`src/rtl/any1_pkg.sv`:
```
// Shared types for the ANY1 back end: functional-unit result record,
// unit codes, fault encoding and the writeback-priority class helper.
package any1_pkg;

  localparam int NFU_DEFAULT = 6;
  localparam int UNIT_W      = 3;

  typedef enum logic [UNIT_W-1:0] {
    FU_EXEC = 3'd0,
    FU_MUL  = 3'd1,
    FU_DIV  = 3'd2,
    FU_FPU  = 3'd3,
    FU_MEM  = 3'd4,
    FU_GR   = 3'd5
  } e_fu;

  localparam logic [7:0] FLT_NONE = 8'h00;

  typedef struct packed {
    logic        cmt;
    logic [5:0]  rid;
    logic [7:0]  ele;
    logic [63:0] res;
    logic [7:0]  cause;
    logic [31:0] badAddr;
  } sFuncUnit;

  // Faulting results form the high-priority writeback class.
  function automatic logic is_flt(input logic [7:0] cause);
    return cause != FLT_NONE;
  endfunction

endpackage

```
`src/rtl/any1_rr_picker.sv`:
```
// Rotating find-first: searches req_i starting at rr_i, wrapping modulo N,
// and returns the first set bit as one-hot and as an index.
module any1_rr_picker
  import any1_pkg::*;
#(
  parameter int N  = NFU_DEFAULT,
  parameter int IW = UNIT_W
) (
  input  logic [N-1:0]  req_i,
  input  logic [IW-1:0] rr_i,
  output logic [N-1:0]  gnt_o,
  output logic [IW-1:0] idx_o,
  output logic          any_o
);

  logic [IW:0]   sum;
  logic [IW-1:0] j;

  // Walk offsets 0..N-1 from rr_i; the first valid request wins.
  always_comb begin
    gnt_o = '0;
    idx_o = '0;
    any_o = 1'b0;
    sum   = '0;
    j     = '0;
    for (int k = 0; k < N; k++) begin
      sum = {1'b0, rr_i} + (IW+1)'(k);
      if (sum >= (IW+1)'(N)) sum = sum - (IW+1)'(N);
      j = sum[IW-1:0];
      if (!any_o && req_i[j]) begin
        any_o    = 1'b1;
        gnt_o[j] = 1'b1;
        idx_o    = j;
      end
    end
  end

endmodule

```
`src/rtl/any1_fu_wb_arbiter.sv`:
```
// Functional-unit writeback arbiter: one hold slot per unit, a single
// registered writeback port to the ROB, faults first, round-robin within class.
module any1_fu_wb_arbiter
  import any1_pkg::*;
#(
  parameter int NFU = NFU_DEFAULT
) (
  input  logic                  clk_i,
  input  logic                  rst_ni,
  input  logic [NFU-1:0]        fu_req_i,
  input  sFuncUnit [NFU-1:0]    fu_res_i,
  output logic [NFU-1:0]        fu_ack_o,
  input  logic                  flush_i,
  output logic                  wb_v_o,
  output sFuncUnit              wb_o,
  output logic [UNIT_W-1:0]     wb_unit_o,
  input  logic                  wb_rdy_i,
  output logic [15:0]           stall_cnt_o
);

  localparam int IW = UNIT_W;

  logic [NFU-1:0]     hv_q, hv_d;
  sFuncUnit [NFU-1:0] hb_q;
  logic               wb_v_q;
  sFuncUnit           wb_q;
  logic [IW-1:0]      unit_q;
  logic [IW-1:0]      rr_q, rr_d;
  logic [15:0]        stall_q;

  logic [NFU-1:0] flt, req1, req0, gnt1, gnt0, gnt;
  logic [IW-1:0]  idx1, idx0, gidx;
  logic           any1, any0, do_gnt;

  // Classify each held result by its fault cause.
  always_comb begin
    flt = '0;
    for (int n = 0; n < NFU; n++) flt[n] = is_flt(hb_q[n].cause);
  end

  assign req1 = hv_q & flt;
  assign req0 = hv_q & ~flt;

  any1_rr_picker #(.N(NFU), .IW(IW)) u_pick_flt (
    .req_i(req1), .rr_i(rr_q), .gnt_o(gnt1), .idx_o(idx1), .any_o(any1)
  );

  any1_rr_picker #(.N(NFU), .IW(IW)) u_pick_ok (
    .req_i(req0), .rr_i(rr_q), .gnt_o(gnt0), .idx_o(idx0), .any_o(any0)
  );

  // Output register can take a new record when empty or being drained;
  // a flush suppresses the grant entirely.
  assign do_gnt = (!wb_v_q || wb_rdy_i) && (any1 || any0) && !flush_i;
  assign gidx   = any1 ? idx1 : idx0;
  assign gnt    = do_gnt ? (any1 ? gnt1 : gnt0) : '0;

  // A unit may hand over when its slot is empty or is being emptied now.
  assign fu_ack_o = rst_ni ? (fu_req_i & ~(hv_q & ~gnt) & {NFU{!flush_i}}) : '0;

  // Next-state for hold valids and the round-robin pointer.
  always_comb begin
    hv_d = flush_i ? '0 : ((hv_q & ~gnt) | fu_ack_o);
    rr_d = rr_q;
    if (do_gnt) rr_d = (gidx == IW'(NFU-1)) ? '0 : gidx + IW'(1);
  end

  // Hold buffers: capture a unit's result on handshake.
  always_ff @(posedge clk_i or negedge rst_ni) begin
    if (!rst_ni) begin
      hv_q <= '0;
      hb_q <= '0;
    end else begin
      hv_q <= hv_d;
      for (int n = 0; n < NFU; n++)
        if (fu_ack_o[n]) hb_q[n] <= fu_res_i[n];
    end
  end

  // Writeback register: load the winner, stay put under backpressure.
  always_ff @(posedge clk_i or negedge rst_ni) begin
    if (!rst_ni) begin
      wb_v_q <= 1'b0;
      wb_q   <= '0;
      unit_q <= '0;
      rr_q   <= '0;
    end else if (flush_i) begin
      wb_v_q <= 1'b0;
    end else if (do_gnt) begin
      wb_v_q <= 1'b1;
      wb_q   <= hb_q[gidx];
      unit_q <= gidx;
      rr_q   <= rr_d;
    end else if (wb_rdy_i) begin
      wb_v_q <= 1'b0;
    end
  end

  // Saturating count of cycles the ROB refused a valid record.
  always_ff @(posedge clk_i or negedge rst_ni) begin
    if (!rst_ni) stall_q <= '0;
    else if (!flush_i && wb_v_q && !wb_rdy_i && stall_q != 16'hFFFF)
      stall_q <= stall_q + 16'd1;
  end

  assign wb_v_o      = wb_v_q;
  assign wb_o        = wb_q;
  assign wb_unit_o   = unit_q;
  assign stall_cnt_o = stall_q;

endmodule

```
`config.mk`:
```
export PLATFORM = sky130hd
export DESIGN_NAME = any1_fu_wb_arbiter
export DESIGN_NICKNAME = d
export VERILOG_FILES = /design/src/rtl/any1_pkg.sv /design/src/rtl/any1_rr_picker.sv /design/src/rtl/any1_fu_wb_arbiter.sv
export SDC_FILE = /design/constraint.sdc
export NUM_CORES = 2
export LEC_CHECK = 0
export BUFFER_PORTS_ARGS = -buffer_cell sky130_fd_sc_hd__buf_2
export CAP_MARGIN = 0
export CORE_MARGIN = 1
export CORE_UTILIZATION = 28
export CTS_BUF_LIST = sky130_fd_sc_hd__clkbuf_4
export CTS_CLUSTER_SIZE = 16
export DETAILED_ROUTE_END_ITERATION = 10
export SLEW_MARGIN = 40
export SYNTH_ARGS = -nofsm -noshare
export SYNTH_HDL_FRONTEND = slang
export SYNTH_SLANG_ARGS = --single-unit
```
`constraint.sdc`:
```
create_clock -name clk_i -period 7.3 [get_ports clk_i]
set_input_delay 0.365 -clock clk_i [delete_from_list [all_inputs] [get_ports clk_i]]
set_output_delay 0.365 -clock clk_i [all_outputs]
set_load 0.02 [all_outputs]
```
==> metrics.yaml, run 1 <==
clkSinkCount: 862
synth_area_um2: 41100
syn_inst: 3333
place_congestion: 0.899
lastStage: "4_1_cts"
port-buffer-count: 868
synth_edf_count: 0
syn_nets: 4064
synthTopCellsByArea: "dfrtp_1, mux2_1, mux2_2"
ctsResizeCount: 0
die_h_um: 385
error: "[ERROR RSZ-0060] Max buffer count reached."
synth_cell_type_count: 92
run_status: "did not finish"
start_util: 0.282
cts_max_path_buffers: 3
synth-seq-area-share: 0.524
cts_buffers: 240
row_count: 140
yosysWarnings: 0
dieWidth_um: 385
clockRootBuffer: "clkbuf_4"
dp_slack_ps: 1510
placed_cells_incl_taps: 5927
cts_setup_buffers: 0
htree_levels: 4
hold_buffers: 1274
hpwl_um: 116000
yosysTopAreaCellShare: 0.524
synth_flop_cell: "dfrtp_1"
yosys.area.top_type: "dfrtp_1"
boundaryPins: 869
syn_avg_cell_area_um2: 12.3
synth_seq_cells: 862
async_flop_share: 1.00
[per-stage QoR]
step | utilization | cell area, um^2
after detailed placement | 0.327 | 47600
after global placement | 0.327 | 47600
after floorplan | - | 41100
[synthesized netlist by cell type, types with 20 or more instances]
master,count
buf_6,42
a221oi_1,121
a21boi_0,123
nand2_1,52
buf_4,24
o21ai_0,136
mux2_4,99
dfrtp_1,862
nor2_1,147
clkbuf_1,168
and3_1,134
mux2_1,464
nand3_1,138
a31oi_1,120
mux2_2,152
a21oi_1,20
buf_2,49
o211ai_1,127
a21o_1,126
[cells by family after synthesis]
family | count (synthesis) | synth area share
AND/OR/NAND/NOR | 558 | 0.0720
buffers and inverters | 307 | 0.0394
AO/OA/AOI/OAI | 861 | 0.152
flip-flops | 862 | 0.524
adder cells (fa/ha/maj) | 7 | 0.00213
multiplexers | 717 | 0.205
XOR/XNOR | 21 | 0.00465
==> run 2, diff against run 1 <==
CORE_UTILIZATION = 20   (was 28)
CTS_BUF_LIST = not set   (was sky130_fd_sc_hd__clkbuf_4)
CTS_CLUSTER_SIZE = not set   (was 16)
PLACE_DENSITY_LB_ADDON = 0.15   (was not set)
==> run 2 against run 1 <==
Compared with the run above: the flow now finishes without violations; area after synthesis is the same; synthesized cell count did not move.
==> metrics.yaml, run 2 <==
dp_slack_ps: 1600  # +94.6 ps
setup_viol: 0
crit_chain: "inv_1 > ha_1 > o21ai_0 > a221oi_2 > nand2_1 > a21oi_2 > nand3_4 > o41ai_4 > nand2_1 > o2111ai_4 > buf_4 > inv_1 > buf_2"
synth_compound_area_frac: 0.152  # unchanged
fin_crit_ps: 6340
htree_levels: 3  # -1
syn_inst: 3333  # unchanged
synth_xor_xnor_area_share: 0.00465  # unchanged
largest_reg_flops: 714
tightest_slew_ps: 845
boundaryPins: 869  # unchanged
synth_seq_cells: 862  # unchanged
syn_nets: 4064  # unchanged
dieWidth_um: 456  # +18%
worst_skew_pair.late_latency_ps: 780
n_fill_cell: 21363
cts_max_path_buffers: 3  # unchanged
hold_viol: 0
yosys.area_share.simple: 0.0720  # unchanged
setup_slack_ps: 958
max_stage_delay_ps: 820
placed_cells_incl_taps: 6674  # +13%
syn_avg_cell_area_um2: 12.3  # unchanged
die_area_um2: 208000
synthTopCellsByArea: "dfrtp_1, mux2_1, mux2_2"
wl_met1_um: 79900
yosysTopAreaCellShare: 0.524  # unchanged
yosys-top-cells-count: "dfrtp_1, mux2_1, clkbuf_1"
drt_iter0_drc: 1679
worst_setup_path_start_kind: "register"
crit_fanout: 41
routed_via_density: 4.53
post_drt_wl_per_cell_um: 25.1
synth-seq-area-share: 0.524  # unchanged
final_cell_mix: "buf_2, dfrtp_1, dlygate4sd3_1"
fin_crit_sh: 0.869
clockRootBuffer: "clkbuf_16"
ff_latch_area_um2: 21600
start_util: 0.201  # -0.0812
largest_register: "hb_q"
ff2ff_path_depth: 14
max-slew-margin-rel: 0.436
synth_flop_cell: "dfrtp_1"
grt_start_max_net_pins: 105
cp.required_ps: 6930
drc_errors: 0
layout_commonest_cell: "buf_2"
rsz0062_at_grt: "false"
synth_cell_type_count: 92  # unchanged
die_h_um: 456  # +18%
endpoint: "fu_ack_o[5]"
grt_pass1_wl_um: 277000
run_status: "complete, no violations"
startpoint: "rr_q[1]"
critPathSlowestCell: "ha_1"
fin_area_um2: 59700
drt-total-wl_um: 191000
fin_setup_tns_ps: 0
synth-adder-area-share: 0.00213  # unchanged
grt_pass1_vias: 36708
r2r-end: "wb_o[16]"
overflow: 0
clkSinkCount: 862  # unchanged
top_layer: "met5"
dpl_cell_area_um2: 48500  # +1.8%
fin_worst_skew_ps: 64.5
cts_tree: "built"
async_flop_share: 1.00  # unchanged
synth_top_family_by_area: "multiplexers"
final_cells: 7630
synth_area_um2: 41100  # unchanged
r2r_setup_slack_ps: 1530
endpoint_kind: "primary output"
met2_wirelength_um: 98400
ant_nets: 0
hp-class: "input pin to register"
cts_buffers: 111  # -54%
arrival_ps: 5980
multiInputGateArea_um2: 18100
firstDrtPassIters: 7
port-buffer-count: 868  # unchanged
fp.coreArea_um2: 205000
synth_edf_count: 0  # unchanged
nets: 5550
grt.total_usage: 0.181
cts.clk_slew.worst_paths_ps: 60
maxCapViolCount: 0
yosysWarnings: 0  # unchanged
row_count: 166  # +19%
synth.area.mux_share: 0.205  # unchanged
slew_viol_final: 0
dr_wl_met3_um: 7680
path_class: "register to primary output"
place_congestion: 0.845  # -6.0%
synth_most_common_cell: "dfrtp_1"
reg2reg_from: "rr_q[1]"
yosys.area.top_type: "dfrtp_1"
drive_above_1_share: 0.294
fmax_ghz: 0.158
vias: 34546
hpwl_um: 130000  # +13%
grt_antenna_before_repair: 53
syn2layout_area_growth_pct: 45.1
==> run 2: cell counts after synthesis <==
Identical to the previous run, type by type.
==> run 2: per-stage QoR <==
step / utilization / hold slack [ps]
6_report: 0.292 / 133
2_1_floorplan: - / 69.4
3_5_place_dp: 0.237 / 328
3_3_place_gp: 0.236 / 329
5_1_grt: 0.292 / 90.7
4_1_cts: 0.291 / 45.4
==> run 2: worst min-delay path by stage <==
stage	startpoint	end	slack (ps)	cells after the start
after floorplan	rst_ni	hb_q[0]	70	0
after global placement	rst_ni	stall_cnt_o[10]	330	1
after detailed placement	rst_ni	stall_cnt_o[8]	330	1
after CTS	fu_req_i[3]	hv_q[3]	50	3
after global routing	fu_req_i[3]	hv_q[3]	90	3
final	fu_req_i[3]	hv_q[3]	130	3
==> run 2: critical path: cells and delay by family (launching register included) <==
family | cells | cell delay (ps)
AO/OA/AOI/OAI | 5 | 2040
buffers and inverters | 4 | 1090
adder cells (fa/ha/maj) | 1 | 820
AND/OR/NAND/NOR | 3 | 640
flip-flops | 1 | 560
==> run 2: timing repair <==
item | 4_1_cts | 5_1_grt
setup buffers | 0 | 0
hold buffers | 719 | 0
resized for setup | 0 | 0
endpoints found under the hold margin | 770 | 0
==> run 2: area by class of cell <==
class                      count  share of cell area
inverter                      16             0.00101
antenna                       28             0.00117
tap                         2688              0.0563
multi-input combinational   2164               0.303
clock inverter                38             0.00903
timing repair buffer        1664               0.212
clock buffer                 170              0.0560
sequential                   862               0.361
==> run 2: routing by layer <==
| layer | up-vias | track usage |
|---|---|---|
| met5 | - | 0 |
| met4 | 16 | 0.0496 |
| met3 | 274 | 0.0320 |
| met2 | 888 | 0.327 |
| met1 | 17833 | 0.219 |
| li1 | 15535 | - |
==> run 2: logic make-up after synthesis <==
group / count (synthesis)
XOR/XNOR: 21
flip-flops: 862
buffers and inverters: 307
multiplexers: 717
AND/OR/NAND/NOR: 558
AO/OA/AOI/OAI: 861
adder cells (fa/ha/maj): 7
Power of run 2 is not shown: default switching activity piles up to over one toggle a cycle in this logic, so the estimate is an artifact.
